File: config.mk
export PLATFORM = sky130hd
export DESIGN_NAME = mem_port_arbiter
export DESIGN_NICKNAME = d
export VERILOG_FILES = /design/src/rtl/mem_arb_pkg.sv /design/src/rtl/mem_arb_wait_timer.sv /design/src/rtl/mem_port_arbiter.sv
export SDC_FILE = /design/constraint.sdc
export NUM_CORES = 1
export LEC_CHECK = 0
export BUFFER_PORTS_ARGS = -buffer_cell sky130_fd_sc_hd__buf_2
export CORE_ASPECT_RATIO = 0.6
export CORE_MARGIN = 1.5
export CORE_UTILIZATION = 40
export DETAILED_ROUTE_END_ITERATION = 10
export PLACE_DENSITY = 0.74
export SLEW_MARGIN = 20
export SYNTH_ARGS = -nofsm -noshare
export SYNTH_HDL_FRONTEND = slang
export SYNTH_SLANG_ARGS = --single-unit
File: constraint.sdc
create_clock -name clk -period 1.4 [get_ports clk]
set_input_delay 0.14 -clock clk [delete_from_list [all_inputs] [get_ports clk]]
set_output_delay 0.14 -clock clk [all_outputs]
set_load 0.02 [all_outputs]
File: src/rtl/mem_arb_pkg.sv
// Shared types and default constants for the IF/MEM memory-port arbiter.
package mem_arb_pkg;

  localparam int DEF_ADDR_W     = 32;
  localparam int DEF_DATA_W     = 32;
  localparam int DEF_STARVE_LIM = 4;
  localparam int DEF_TIMEOUT    = 15;

  typedef enum logic [1:0] {
    IDLE    = 2'd0,
    BUSY_IF = 2'd1,
    BUSY_DM = 2'd2,
    RESP    = 2'd3
  } arb_state_t;

  typedef enum logic {
    GRANT_IF = 1'b0,
    GRANT_DM = 1'b1
  } grant_t;

endpackage

File: src/rtl/mem_arb_wait_timer.sv
// Counts cycles spent waiting on mem_ready; flags when the abort point is reached.
module mem_arb_wait_timer
  import mem_arb_pkg::*;
#(
  parameter int TIMEOUT = DEF_TIMEOUT
) (
  input  logic clk,
  input  logic rst_n,
  input  logic clear,
  input  logic enable,
  output logic expired
);

  localparam int CW = (TIMEOUT > 1) ? $clog2(TIMEOUT) : 1;
  localparam logic [CW-1:0] LAST = CW'(TIMEOUT - 1);

  logic [CW-1:0] wait_cnt;

  // Wait counter: cleared at grant, advances on each busy cycle without mem_ready.
  always_ff @(posedge clk) begin
    if (!rst_n) begin
      wait_cnt <= '0;
    end else if (clear) begin
      wait_cnt <= '0;
    end else if (enable && !expired) begin
      wait_cnt <= wait_cnt + 1'b1;
    end
  end

  assign expired = (wait_cnt == LAST);

endmodule

File: src/rtl/mem_port_arbiter.sv
// Arbitrates the single-port unified memory between instruction fetch and data access.
module mem_port_arbiter
  import mem_arb_pkg::*;
#(
  parameter int ADDR_W     = DEF_ADDR_W,
  parameter int DATA_W     = DEF_DATA_W,
  parameter int STARVE_LIM = DEF_STARVE_LIM,
  parameter int TIMEOUT    = DEF_TIMEOUT
) (
  input  logic              clk,
  input  logic              rst_n,
  input  logic              if_req,
  input  logic [ADDR_W-1:0] if_addr,
  output logic [DATA_W-1:0] if_rdata,
  output logic              if_ack,
  input  logic              dm_req,
  input  logic              dm_we,
  input  logic [ADDR_W-1:0] dm_addr,
  input  logic [DATA_W-1:0] dm_wdata,
  output logic [DATA_W-1:0] dm_rdata,
  output logic              dm_ack,
  output logic              mem_req,
  output logic              mem_we,
  output logic [ADDR_W-1:0] mem_addr,
  output logic [DATA_W-1:0] mem_wdata,
  input  logic [DATA_W-1:0] mem_rdata,
  input  logic              mem_ready,
  output logic              err,
  output logic              pipe_stall
);

  localparam int SW = $clog2(STARVE_LIM + 1);
  localparam logic [SW-1:0] STARVE_MAX = SW'(STARVE_LIM);

  arb_state_t state, state_next;
  grant_t     granted;
  logic [SW-1:0] starve_cnt;
  logic if_first;
  logic grant_if, grant_dm;
  logic done, abort;
  logic timer_clear, timer_en, timer_expired;

  mem_arb_wait_timer #(
    .TIMEOUT(TIMEOUT)
  ) u_wait_timer (
    .clk    (clk),
    .rst_n  (rst_n),
    .clear  (timer_clear),
    .enable (timer_en),
    .expired(timer_expired)
  );

  // State register; a reset mid-access simply abandons it.
  always_ff @(posedge clk) begin
    if (!rst_n) begin
      state <= IDLE;
    end else begin
      state <= state_next;
    end
  end

  // Next state: grant only from IDLE, leave BUSY on completion or abort, RESP lasts one cycle.
  always_comb begin
    state_next = state;
    unique case (state)
      IDLE: begin
        if (grant_dm) begin
          state_next = BUSY_DM;
        end else if (grant_if) begin
          state_next = BUSY_IF;
        end
      end
      BUSY_IF, BUSY_DM: begin
        if (done || abort) begin
          state_next = RESP;
        end
      end
      RESP:    state_next = IDLE;
      default: state_next = IDLE;
    endcase
  end

  // Control decode: DM normally wins, IF wins once it has been passed over STARVE_LIM times.
  always_comb begin
    if_first    = 1'b0;
    grant_if    = 1'b0;
    grant_dm    = 1'b0;
    done        = 1'b0;
    abort       = 1'b0;
    timer_clear = 1'b0;
    timer_en    = 1'b0;
    unique case (state)
      IDLE: begin
        if_first    = if_req && (starve_cnt == STARVE_MAX);
        grant_dm    = dm_req && !if_first;
        grant_if    = if_req && !grant_dm;
        timer_clear = grant_dm || grant_if;
      end
      BUSY_IF, BUSY_DM: begin
        done     = mem_ready;
        abort    = !mem_ready && timer_expired;
        timer_en = !mem_ready;
      end
      default: ;
    endcase
  end

  assign granted = grant_dm ? GRANT_DM : GRANT_IF;

  // Starvation counter: counts DM grants that bypass a waiting fetch, saturating at the limit.
  always_ff @(posedge clk) begin
    if (!rst_n) begin
      starve_cnt <= '0;
    end else if (grant_if) begin
      starve_cnt <= '0;
    end else if (grant_dm) begin
      if (!if_req) begin
        starve_cnt <= '0;
      end else if (starve_cnt != STARVE_MAX) begin
        starve_cnt <= starve_cnt + 1'b1;
      end
    end
  end

  // Memory-side request: port inputs are latched at grant and held until completion or abort.
  always_ff @(posedge clk) begin
    if (!rst_n) begin
      mem_req   <= 1'b0;
      mem_we    <= 1'b0;
      mem_addr  <= '0;
      mem_wdata <= '0;
    end else if (grant_if || grant_dm) begin
      mem_req <= 1'b1;
      if (granted == GRANT_DM) begin
        mem_we    <= dm_we;
        mem_addr  <= dm_addr;
        mem_wdata <= dm_wdata;
      end else begin
        mem_we   <= 1'b0;
        mem_addr <= if_addr;
      end
    end else if (done || abort) begin
      mem_req <= 1'b0;
      mem_we  <= 1'b0;
    end
  end

  // Response side: one-cycle ack/err pulses and read data routed to the granted port.
  always_ff @(posedge clk) begin
    if (!rst_n) begin
      if_ack   <= 1'b0;
      dm_ack   <= 1'b0;
      err      <= 1'b0;
      if_rdata <= '0;
      dm_rdata <= '0;
    end else begin
      if_ack <= 1'b0;
      dm_ack <= 1'b0;
      err    <= 1'b0;
      if (done || abort) begin
        err <= abort;
        if (state == BUSY_IF) begin
          if_ack <= 1'b1;
          if (done) begin
            if_rdata <= mem_rdata;
          end
        end else begin
          dm_ack <= 1'b1;
          if (done && !mem_we) begin
            dm_rdata <= mem_rdata;
          end
        end
      end
    end
  end

  assign pipe_stall = (if_req && !if_ack) || (dm_req && !dm_ack);

endmodule
# Word level (Yosys, flattened, before mapping)
# Index checks and enable logic that the tools add are counted.
[totals] latch_bits=0 output_inout_bits=134 rom_bits=0 regBits=142 n_memories=0 ramBits=0
[classes] reduce_logical=30 bitwise=2 shifts=0 n_addsub=2 mux=20 div_mod_pow=0 multipliers=0 order_cmp=0 n_eq_ne=9
[op_table] cell="32-bit two-way mux" count=1
[op_table] cell="1-bit two-way mux" count=13
[op_table] cell="1-bit logical AND" count=8
[op_table] cell="2-bit AND reduction" count=4
[op_table] cell="1-bit zero test" count=7
[op_table] cell="2-bit two-way mux" count=3
[op_table] cell="3-bit two-way mux" count=2
[op_table] cell="3-bit != test, second input constant" count=2
[op_table] cell="2-bit case mux with 3 select lines" count=1
[op_table] cell="3-bit AND reduction" count=2
[op_table] cell="2-bit OR reduction" count=3
[op_table] cell="4-bit by 1-bit adder with 4-bit output, second input constant" count=1
[op_table] cell="2-bit == test, second input constant" count=2
[op_table] cell="4-bit == test, second input constant" count=1
[op_table] cell="1-bit logical OR" count=4
[op_table] cell="3-bit by 1-bit adder with 3-bit output, second input constant" count=1
[op_table] cell="3-bit == test, second input constant" count=1
[op_table] cell="2-bit by 1-bit == test with 1-bit output, second input constant" count=1
[op_table] cell="2-bit zero test" count=1
[op_table] cell="2-bit by 1-bit != test with 1-bit output, second input constant" count=1
[op_table] cell="2-bit != test, second input constant" count=1
[op_table] cell="1-bit inverter" count=2
[op_table] cell="2-bit nonzero test" count=1

# Logic depth before layout (Yosys ltp)
# Gate-level depths: netlist of the first run.
[logic_depth] depth_word=10 depth_mapped=9 depth_no_buf=5

# Cells and area by module
# Synthesis of the first run repeated with hierarchy kept, for this count alone.
[hier_totals] cells_unflattened=698 hier_area_um2=5743.0
[modules_own_cells] mod="mem_port_arbiter" cells_each=675 instances=1 seq_area_each_um2=2762.6 area_each_um2=5532.8
[modules_own_cells] mod="mem_arb_wait_timer" cells_each=23 instances=1 seq_area_each_um2=80.1 area_each_um2=210.2

# Least setup slack after synthesis of the first run
# OpenSTA, ideal clock, no wires.
[synth_timing] kind="register to register" from="register state[0]" to="register dm_rdata[10]" setup_slack_ps=-137 t_required_ps=1268 setup_time_ps=132 arrival_ps=1405 period_less_slack_ps=1537 path_stages_with_launch=9 cell_sequence="dfxtp_1 -> inv_1 -> ha_1 -> buf_2 -> and4bb_2 -> buf_2 -> buf_4 -> nand2_1 -> a21oi_1"
[synth_via] elab_chain_len=5 elab_cells_between_ends=9 classes_between="2 x eq/ne; 2 x mux; 1 x bitwise; 4 x reduce/logical"
[synth_lines] item="start, declared" line="mem_port_arbiter.sv:35" rtl="arb_state_t state, state_next;"
[synth_lines] item="start signal, assigned" line="mem_port_arbiter.sv:58" rtl="state <= state_next;"
[synth_lines] item="2-bit by 1-bit == test with 1-bit output or 2-bit == test (tied branches)" line="mem_port_arbiter.sv:92, mem_port_arbiter.sv:162"
[synth_lines] item="2-bit OR reduction" line="mem_port_arbiter.sv:92" rtl="unique case (state)"
[synth_lines] item="1-bit two-way mux" line="mem_port_arbiter.sv:92"
[synth_lines] item="1-bit logical OR or 1-bit logical AND (tied branches)" line="mem_port_arbiter.sv:160, mem_port_arbiter.sv:169"
[synth_lines] item="3-bit AND reduction (no source line) *"
[synth_lines] item="end signal, assigned" line="mem_port_arbiter.sv:170" rtl="dm_rdata <= mem_rdata;"
[synth_lines] item="end, declared" line="mem_port_arbiter.sv:20" rtl="output logic [DATA_W-1:0] dm_rdata,"
# Every way passes the cells marked *; elsewhere a longest branch is shown, timed or not.
# A chain may end at the register's enable or synchronous reset.

# Worst setup path in the final report of the first run
[layout_timing] from="register starve_cnt[0]" to="register state[1]"
[layout_via] elab_chain_len=9 elab_cells_between_ends=12 classes_between="2 x eq/ne; 4 x mux; 6 x reduce/logical"
[layout_lines] item="start, declared" line="mem_port_arbiter.sv:37" rtl="logic [SW-1:0] starve_cnt;"
[layout_lines] item="start signal, assigned" line="mem_port_arbiter.sv:120" rtl="starve_cnt <= starve_cnt + 1'b1;"
[layout_lines] item="3-bit == test *" line="mem_port_arbiter.sv:94" rtl="if_first = if_req && (starve_cnt == STARVE_MAX);"
[layout_lines] item="1-bit logical AND *" line="mem_port_arbiter.sv:94"
[layout_lines] item="1-bit zero test *" line="mem_port_arbiter.sv:95" rtl="grant_dm = dm_req && !if_first;"
[layout_lines] item="1-bit logical AND *" line="mem_port_arbiter.sv:95"
[layout_lines] item="1-bit zero test" line="mem_port_arbiter.sv:96" rtl="grant_if = if_req && !grant_dm;"
[layout_lines] item="1-bit logical AND" line="mem_port_arbiter.sv:96"
[layout_lines] item="1-bit two-way mux" line="mem_port_arbiter.sv:92"
[layout_lines] item="3-bit != test (no source line)"
[layout_lines] item="2-bit AND reduction (no source line)"
# Marked as above.

==> results of run 1 <==
[cell families (layout without fill, tap and decap cells)]
| group | count (synthesis) | after routing | share of synthesized area, % |
|---|---|---|---|
| flip-flops | 142 | 142 | 50.0 |
| multiplexers | 2 | 2 | 0.352 |
| adder cells (fa/ha/maj) | 6 | 6 | 1.32 |
| buffers and inverters | 77 | 471 | 6.71 |
| AND/OR/NAND/NOR | 295 | 297 | 23.6 |
| AO/OA/AOI/OAI | 180 | 180 | 18.1 |
[sequential cells by signal (all words and copies together), names as in the netlist]
signal	flops
u_wait_timer.wait_cnt	4
mem_req	1
if_rdata	32
starve_cnt	3
state	2
mem_we	1
mem_wdata	32
dm_ack	1
err	1
dm_rdata	32
mem_addr	32
if_ack	1
[cell type report]
cell class	count	area, sq um	area share [%]
flip-flops and latches	142	2850	29.2
inverters	9	33.8	0.347
multi-input cells	485	2790	28.6
clock buffers	17	425	4.37
repair buffers	430	3260	33.5
well taps	192	240	2.47
clock inverters	15	148	1.52
[what timing repair did]
item | 4_1_cts | 5_1_grt
setup buffers | 0 | 4
cloned | 1 | 19
hold buffers | 108 | 0
pin swaps | 0 | 43
endpoints found under the setup margin | 13 | 135
gates resized for setup | 11 | 75
endpoints found under the hold margin | 123 | 0
[Yosys cell counts (3+ instances only)]
library cell,instances
a21oi_1,102
clkbuf_1,25
inv_1,8
o211ai_1,33
o21ai_0,33
buf_2,32
ha_1,6
nand4_1,35
nor3_1,3
nand3_1,72
buf_4,6
buf_6,4
dfxtp_1,142
nand2_1,170
[report_power, final]
part           leakage, nW  total, mW  internal (mW)  switching, mW
logic                 2.75       7.13           2.87           4.26
registers             1.16       5.37           4.92          0.453
clock network        0.285       4.46           2.51           1.95
[worst min path at each step]
stage / endpoint / slack (ns) / cells past startpoint
6_report: mem_addr[29]$_SDFFE_PN0P_ / 0.01 / 3
5_1_grt: mem_addr[17]$_SDFFE_PN0P_ / 0.0003 / 3
4_1_cts: mem_addr[22]$_SDFFE_PN0P_ / 0.0006 / 3
3_5_place_dp: dm_rdata[23]$_SDFFE_PN0P_ / 0.40 / 3
3_3_place_gp: mem_wdata[12]$_SDFFE_PN0P_ / 0.39 / 3
2_1_floorplan: err$_SDFF_PN0_ / 0.22 / 1
[stage by stage]
stage	setup TNS, ns	setup slack (ns)
floorplan	0	0.00237
global placement	0	0.00238
detailed placement	-0.0590	-0.0144
CTS	-0.0760	-0.0225
global route	-4.68	-0.0984
finish	-0.490	-0.0559
[worst max-delay path, cell delays in order, from the launching register on]
cell	delay [ns]
dfxtp_2	0.32
inv_2	0.07
ha_4	0.14
buf_6	0.11
nand3_4	0.20
buf_4	0.24
a2bb2oi_1	0.14
a21oi_1	0.11
[per-layer routing]
metal | part of all wire, % | routed length, um | vias up | global-route usage [%]
met5 | 0 | 0 | - | 0
met4 | 2.2 | 528 | 0 | 10.8
met3 | 10 | 2410 | 62 | 7.32
met2 | 46 | 10800 | 434 | 44.7
met1 | 42 | 9760 | 3256 | 33.2
li1 | - | - | 3237 | -
==> results.yml, run 1 <==
floorplanning:
  initial_core_util_pct: 41.4
  dieArea_sq_um: 15000
  design.portCount: 268
  dieHeight_um: 95.4
  fp.dieW_um: 157
  num_rows: 33
  core_sq_um: 13700
timing:
  final-max-slew-violation-count: 0
  worst_slew_pin_slew_ns: 0.321
  period_share_pct: 104
  worst_slack_ns: -0.0559
  rsz0062_at_grt: "yes"
  finalHoldViolCount: 0
  worst_hold_slack_ns: 0.0110
  fmax_mhz: 687
  finalSetupViolCount: 37
  period_minus_slack_ns: 1.46
  slew_headroom_pct: 78.6
  fin_worst_skew_ns: 0.0149
route:
  routed_via_density: 5.42
  drt_iter0_drc: 669
  drt-total-wl_um: 23500
  drc: 0
  routedWlPerCell_um: 18.2
  drtAntennaViolNets: 0
  vias: 6989
  drt_pass1_iterations: 6
finish:
  post-route-util_pct: 70.9
  mostFrequentLayoutCell: "buf_2"
  antenna_cells: 0
  stdcell_count: 1290
  final_cell_mix: "buf_2 (267), nand2_1 (165), dfxtp_1 (138)"
  drive_gt1_share_pct: 38.9
  nets: 1225
  fillers: 1064
  fin_area_sq_um: 9740
  area_growth_pct: 71.3
logic_synthesis:
  yosysTopAreaCell: "dfxtp_1"
  synthTopCellsByArea: "dfxtp_1 (50%), nand2_1 (11%), a21oi_1 (9.0%), nand3_1 (6.3%), o211ai_1 (4.4%)"
  synth_seq_cells: 142
  synth_seq_area_share_pct: 50.0
  yosys.cell_types.count: 39
  netlist.area_leader.share_pct: 50.0
  syn_area_sq_um: 5690
  netlist_instances: 702
  ys.flop_type: "dfxtp_1"
  syn_nets: 842
  synth.avg_cell_area_sq_um: 8.10
  synth_edf_count: 0
  synth-warning-count: 0
  ys_async_sr_fraction_pct: 0
placement:
  portBuffers: 267
  dpl-instance-area_sq_um: 7350
  placedCellCount: 1126
  hpwlAfterDp_um: 12100
  routabilityCongestion: 0.770
clock_network:
  cts.sinks: 142
  htreeDepth: 4
  numCtsBuffers: 17
  clock_path_buffers: 2
  cts_tree: "built"
  clkLatencyLatePin_ns: 0.42
  cts.clk_slew.worst_paths_ns: 0.06
  cts_root_buf: "clkbuf_16"
run:
  drv_cap: 0
power_and_ir_drop:
  peakVddDrop_mv: 0.817
  power_mw: 17.0
  powerDensity_nw_per_um2: 1740
  p_leak_nw: 4.19
min_path:
  holdCritStartpoint: "if_addr[29]"
  hp-class: "in2reg"
setup_path:
  cp.arrival_ns: 1.73
  endpoint: "state[1]$_SDFFE_PN0P_"
  crit_path_end_kind: "flip-flop"
  cp_max_fo: 8
  rr_endpoint: "state[1]$_SDFFE_PN0P_"
  reg2reg_slack_ns: -0.06
  cp-startpoint: "starve_cnt[0]$_SDFFE_PP0P_"
  path_class: "reg2reg"
  r2r_cells: 7
  cp.required_ns: 1.68
  r2r_start: "starve_cnt[0]$_SDFFE_PP0P_"
  crit_path_start_kind: "flip-flop"
grt:
  grtUsageTotal_pct: 26.9
  grt_max_degree: 53
  antenna_found_initial: 0
  grt-ovfl-total: 0
  grt_pass1_wl_um: 31600
  grt_pass1_vias: 6299
run_status:
  violations: "negative setup slack"
  outcome: "finished, violations left"
No activity file was read; power rests on OpenSTA's default activity.
==> run 2: changes to the inputs <==
Settings changed: CTS_CLUSTER_SIZE from default to 20, PLACE_DENSITY 0.74 to 0.77.
==> run 2 against run 1 <==
Net effect: worst setup slack lost 0.066 ns; highest routed layer unchanged; fmax shrank 4.3%; final area rose by 8.1%; largest cell class unchanged; power grew 10%; critical path type unchanged; core utilization increased by 5.8 points; sequential share of layout area down 2.2 points; global-route usage up 1.5 points; critical endpoint is now dm_rdata[5]$_SDFFE_PN0P_; via count up 5.2%; the flow still finishes with violations (negative setup slack); first-iteration DRC count grew 15%.
==> results.yml, run 2 (same netlist as run 1, synthesis figures left out) <==
run_status:
  outcome: "finished, violations left"
  violations: "negative setup slack"
route:
  drtAntennaViolNets: 0
  routedWlPerCell_um: 20.0
  drt_pass1_iterations: 5
  drc: 0
  drt-total-wl_um: 26400
  routed_via_density: 5.57
  drt_iter0_drc: 769
  vias: 7352
clock_network:
  clock_path_buffers: 2
  clkLatencyLatePin_ns: 0.41
  cts.clk_slew.worst_paths_ns: 0.07
  numCtsBuffers: 17
  cts_root_buf: "clkbuf_16"
  cts.sinks: 142
  htreeDepth: 4
  cts_tree: "built"
placement:
  routabilityCongestion: 0.806
  hpwlAfterDp_um: 12100
  dpl-instance-area_sq_um: 7360
  portBuffers: 267
timing:
  period_share_pct: 109
  finalSetupViolCount: 99
  rsz0062_at_grt: "yes"
  fin_worst_skew_ns: 0.00879
  slew_headroom_pct: 56.0
  period_minus_slack_ns: 1.52
  fmax_mhz: 657
  worst_hold_slack_ns: 0.0175
  worst_slack_ns: -0.122
  finalHoldViolCount: 0
  final-max-slew-violation-count: 0
  worst_slew_pin_slew_ns: 0.660
power_and_ir_drop:
  powerDensity_nw_per_um2: 1770
  peakVddDrop_mv: 1.07
  power_mw: 18.7
  p_leak_nw: 4.48
min_path:
  holdCritStartpoint: "dm_addr[29]"
  hp-class: "in2reg"
  min_to: "mem_addr[29]$_SDFFE_PN0P_"
  whs_path_depth: 3
floorplanning:
  design.portCount: 268
  initial_core_util_pct: 41.4
  core_sq_um: 13700
  dieHeight_um: 95.4
  dieArea_sq_um: 15000
  fp.dieW_um: 157
  num_rows: 33
finish:
  drive_gt1_share_pct: 44.4
  post-route-util_pct: 76.6
  regArea_sq_um: 2850
  mostFrequentLayoutCell: "buf_2"
  multiInputGateArea_sq_um: 3150
  nets: 1255
  fin_area_sq_um: 10500
  fillers: 873
  area_growth_pct: 85.2
  antenna_cells: 0
  final_cell_mix: "buf_2 (267), nand2_1 (152), dfxtp_1 (138)"
run:
  drv_cap: 0
grt:
  antenna_found_initial: 0
  grt_pass1_wl_um: 32900
  grtUsageTotal_pct: 28.4
  grt-ovfl-total: 0
  grt_max_degree: 58
  grt_pass1_vias: 6430
setup_path:
  cp.arrival_ns: 1.86
  rr_endpoint: "dm_rdata[5]$_SDFFE_PN0P_"
  cp.required_ns: 1.74
  reg2reg_slack_ns: -0.12
  crit_path_end_kind: "flip-flop"
  crit_path_start_kind: "flip-flop"
  path_class: "reg2reg"
  r2r_start: "state[0]$_SDFFE_PN0P_"
  cp_max_fo: 8
  r2r_cells: 7
[run 2: cell count changes in the layout (fill, tap and decap cells not counted), sizes merged, moves of 3 or more]
cell / previous run / this run
buf: 310 / 333
clkinvlp: 1 / 4
dlygate4sd3: 108 / 116
inv: 18 / 13
[run 2: area by class of cell]
class / instances / share of cell area [%]
Tap cell: 192 / 2.28
Timing Repair Buffer: 461 / 34.9
Clock buffer: 17 / 4.04
Clock inverter: 14 / 1.52
Inverter: 9 / 0.356
Sequential cell: 142 / 27.0
Multi-Input combinational cell: 484 / 29.9
[run 2: per-stage QoR]
step | setup WS (ns) | setup TNS, ns | cells
finish | -0.122 | -5.07 | 1319
global route | -0.184 | -11.83 | 1319
CTS | -0.0627 | -1.56 | 1285
detailed placement | -0.0669 | -1.52 | 1128
global placement | -0.0659 | -0.613 | 1128
floorplan | 0.00237 | 0 | 702
[run 2: timing repair]
action,CTS,global route
endpoints found under the hold margin,125,2
setup endpoints to repair,102,136
gates cloned,5,20
buffers inserted,7,13
gates resized for setup,22,169
pin swaps,10,130
hold buffers,114,2
[run 2: how the worst max path moves through the flow]
stage,from,to,cells past startpoint
4_1_cts,state[0]$_SDFFE_PN0P_,dm_rdata[20]$_SDFFE_PN0P_,7
5_1_grt,state[0]$_SDFFE_PN0P_,dm_rdata[15]$_SDFFE_PN0P_,7
3_5_place_dp,state[1]$_SDFFE_PN0P_,mem_addr[26]$_SDFFE_PN0P_,6
6_report,state[0]$_SDFFE_PN0P_,dm_rdata[5]$_SDFFE_PN0P_,7
2_1_floorplan,state[1]$_SDFFE_PN0P_,dm_rdata[10]$_SDFFE_PN0P_,8
3_3_place_gp,state[1]$_SDFFE_PN0P_,mem_addr[26]$_SDFFE_PN0P_,6
[run 2: power breakdown]
part	internal [mW]	switching (mW)	total (mW)	leakage, nW
Combinational	3.77	4.94	8.71	3.04
Sequential	4.92	0.472	5.39	1.16
Clock	2.66	1.90	4.56	0.279
Total	11.3	7.31	18.7	4.48
[run 2: critical path: stages (launching register included)]
cell and delay, ns:
dfxtp_2 0.36, inv_2 0.05, ha_4 0.27, and4bb_4 0.30, buf_12 0.12, buf_16 0.14
nand2_4 0.05, a21oi_1 0.15
[run 2: metal layers]
layer	global-route usage [%]	wire [um]	vias to the layer above	part of all wire, %
met1	35.5	10700	3428	40
met5	0	0	-	0
li1	-	-	3296	-
met3	7.68	2620	94	9.9
met2	47.0	12200	534	46
met4	10.8	937	0	3.5
==> run 3: changes to the inputs <==
--- a/config.mk
+++ b/config.mk
@@ -7,2 +7,3 @@
 export LEC_CHECK = 0
+export ABC_AREA = 1
 export BUFFER_PORTS_ARGS = -buffer_cell sky130_fd_sc_hd__buf_2
@@ -13,3 +14,3 @@
 export DETAILED_ROUTE_END_ITERATION = 10
-export PLACE_DENSITY = 0.77
+export PLACE_DENSITY = 0.78
 export SLEW_MARGIN = 20
==> constraint.sdc (replaced) <==
create_clock -name clk -period 1.4 [get_ports clk]
set_input_delay 0.07 -clock clk [delete_from_list [all_inputs] [get_ports clk]]
set_output_delay 0.07 -clock clk [all_outputs]
set_load 0.02 [all_outputs]
==> run 3 against run 2 <==
Net effect: the flow still finishes with violations (negative setup slack); register-to-register slack worse by 0.02 ns; synthesized cell count increased by 8.0%; via count decreased by 4.0%; wire length shrank 10%; cell count rose by 3.3%; sequential power grew 7.1%; combinational power down 7.6%; clock power up 2%; worst setup slack worse by 0.016 ns; power fell by 1.1%; sequential cell count unchanged; highest routed layer unchanged.
==> results.yml, run 3 <==
timing:
  worst_slew_pin_slew_ns: 0.472
  period_minus_slack_ns: 1.54
  rsz0062_at_grt: "yes"
  fin_worst_skew_ns: 0.0120
  finalHoldViolCount: 0
  fmax_mhz: 650
  period_share_pct: 110
  worst_slack_ns: -0.138
  finalSetupViolCount: 94
  final-max-slew-violation-count: 0
  slew_headroom_pct: 68.6
logic_synthesis:
  yosysTopAreaCell: "dfxtp_1"
  yosys.cell_types.count: 21
  yosysMostFrequentCell: "nand2_1"
  synthTopCellsByArea: "dfxtp_1 (52%), nand2_1 (20%), nor2_1 (9.7%), o21ai_0 (6.0%), a21oi_1 (3.9%)"
  syn_nets: 898
  netlist_instances: 758
  synth_seq_cells: 142
  ys.flop_type: "dfxtp_1"
  synth.top_cells.by_count: "nand2_1 (283), dfxtp_1 (142), nor2_1 (140)"
  synth_edf_count: 0
  syn_area_sq_um: 5430
  ys_async_sr_fraction_pct: 0
  synth.avg_cell_area_sq_um: 7.17
  synth_seq_area_share_pct: 52.3
  netlist.area_leader.share_pct: 52.3
  synth-warning-count: 0
placement:
  routabilityCongestion: 0.803
  hpwlAfterDp_um: 10900
  placedCellCount: 1174
  portBuffers: 267
  dpl-instance-area_sq_um: 7080
route:
  drt_pass1_iterations: 5
  routedWlPerCell_um: 17.4
  drtAntennaViolNets: 0
  drc: 0
  drt_iter0_drc: 480
  drt-total-wl_um: 23700
  routed_via_density: 5.18
  vias: 7055
setup_path:
  reg2reg_slack_ns: -0.14
  cp-startpoint: "starve_cnt[1]$_SDFFE_PP0P_"
  cp.arrival_ns: 1.86
  crit_path_cell_trace: "inv_2, ha_4, nand3_4, nand3_4, clkinv_8, buf_12, clkbuf_16, nand2_1, a21oi_1"
  cp.required_ns: 1.72
  critPathBufInv: 4
  crit_top_cell: "nand3_4"
  crit_path_end_kind: "flip-flop"
  cp_num_cells: 9
  crit_path_start_kind: "flip-flop"
  r2r_cells: 9
  path_class: "reg2reg"
  cp_max_fo: 8
  max_stage_delay_ns: 0.33
  endpoint: "mem_wdata[17]$_SDFFE_PN0P_"
  slowest_stage: "dfxtp_2"
  r2r_start: "starve_cnt[1]$_SDFFE_PP0P_"
  rr_endpoint: "mem_wdata[17]$_SDFFE_PN0P_"
  cp_top_family: "buffers and inverters"
floorplanning:
  dieArea_sq_um: 14300
  core_sq_um: 13100
  num_rows: 32
  design.portCount: 268
  dieHeight_um: 93.3
  fp.dieW_um: 153
  initial_core_util_pct: 41.6
run_status:
  outcome: "finished, violations left"
  violations: "negative setup slack"
clock_network:
  htreeDepth: 4
  clock_path_buffers: 2
  cts_root_buf: "clkbuf_16"
  cts_tree: "built"
  cts.clk_slew.worst_paths_ns: 0.06
  clkLatencyLatePin_ns: 0.41
  cts.sinks: 142
  numCtsBuffers: 17
finish:
  area_growth_pct: 85.7
  nets: 1317
  fin_area_sq_um: 10100
  final_cell_mix: "buf_2 (267), nand2_1 (196), dfxtp_1 (138)"
  mostFrequentLayoutCell: "buf_2"
  stdcell_count: 1362
  drive_gt1_share_pct: 40.7
  post-route-util_pct: 77.3
grt:
  grt-ovfl-total: 0
  antenna_found_initial: 0
  grtUsageTotal_pct: 26.9
  grt_pass1_vias: 6491
  grt_pass1_wl_um: 30700
  grt_max_degree: 71
power_and_ir_drop:
  p_leak_nw: 5.10
  peakVddDrop_mv: 0.971
  power_mw: 18.5
  powerDensity_nw_per_um2: 1830
min_path:
  hp-class: "in2reg"
run:
  drv_cap: 0
==> run 3: cell types whose count changed after synthesis, sizes merged, moves of 9 or more <==
cell	delta
nor2	+137
nand2	+113
nand3	-63
a21oi	-60
o21ai	+35
nand4	-34
o211ai	-33
buf	-17
inv	+12
clkbuf	-9
==> run 3: logic make-up (layout without fill, tap and decap cells) <==
kind of cell	count (synthesis)	in the layout	synth area share, %
flops	142	142	52.3
simple gates	435	435	30.6
fa+ha+maj	6	6	1.38
other cells	0	2	0
buf+inv	63	495	5.34
compound gates	112	112	10.4
==> run 3: power by group <==
group	internal, mW	leakage, nW	total (mW)	switching [mW]
Clock	2.87	0.287	4.64	1.77
Sequential	5.14	1.16	5.77	0.629
Combinational	3.23	3.65	8.05	4.82
Total	11.2	5.10	18.5	7.22
==> run 3: how the worst min path moves through the flow <==
stage | startpoint | to | slack [ns] | depth (start not counted)
2_1_floorplan | mem_rdata[10] | dm_rdata[10]$_SDFFE_PN0P_ | 0.20 | 2
4_1_cts | dm_req | mem_req$_SDFFE_PN0P_ | 0.07 | 3
3_3_place_gp | mem_rdata[18] | dm_rdata[18]$_SDFFE_PN0P_ | 0.30 | 3
3_5_place_dp | mem_rdata[27] | dm_rdata[27]$_SDFFE_PN0P_ | 0.31 | 3
5_1_grt | rst_n | u_wait_timer.wait_cnt[2]$_SDFFE_PP0P_ | 0.10 | 4
6_report | dm_req | starve_cnt[1]$_SDFFE_PP0P_ | 0.10 | 5
==> run 3: what timing repair did <==
| item | 4_1_cts | 5_1_grt |
|---|---|---|
| endpoints found under the setup margin | 84 | 105 |
| resized for setup | 27 | 199 |
| hold endpoints to repair | 129 | 0 |
| gates cloned | 3 | 14 |
| hold buffers | 129 | 0 |
| buffers inserted | 2 | 6 |
| pin swaps | 11 | 39 |
==> run 3: metal layers <==
| layer | up-vias | global-route usage (%) | share of wire [%] |
|---|---|---|---|
| met5 | - | 0 | 0 |
| met4 | 0 | 14.6 | 5.2 |
| met3 | 136 | 7.23 | 8.8 |
| met2 | 467 | 45.3 | 46 |
| met1 | 3237 | 31.7 | 40 |
| li1 | 3215 | - | - |
==> run 3: layout make-up <==
| type | count | area (sq um) |
|---|---|---|
| antenna | 2 | 5.00 |
| sequential | 142 | 2850 |
| fill | 832 | 2960 |
| multi-input combinational | 553 | 2940 |
| clock inverter | 12 | 161 |
| timing repair buffer | 442 | 3390 |
| tap | 170 | 213 |
| inverter | 21 | 91.3 |
| clock buffer | 20 | 447 |
==> run 3: through the flow <==
stage / TNS (ns) / hold slack, ns / setup slack, ns
2_1_floorplan: 0 / 0.205 / 0.00532
3_3_place_gp: -0.687 / 0.304 / -0.0416
3_5_place_dp: -2.00 / 0.312 / -0.0847
4_1_cts: -0.343 / 0.0713 / -0.0266
5_1_grt: -12.66 / 0.103 / -0.234
6_report: -4.40 / 0.101 / -0.138
==> run 3: tightest hold or removal path, delay by kind of cell <==
kind / cells / cell delay, ns
compound gates: 1 / 0.06
buf+inv: 2 / 0.19
simple gates: 2 / 0.14
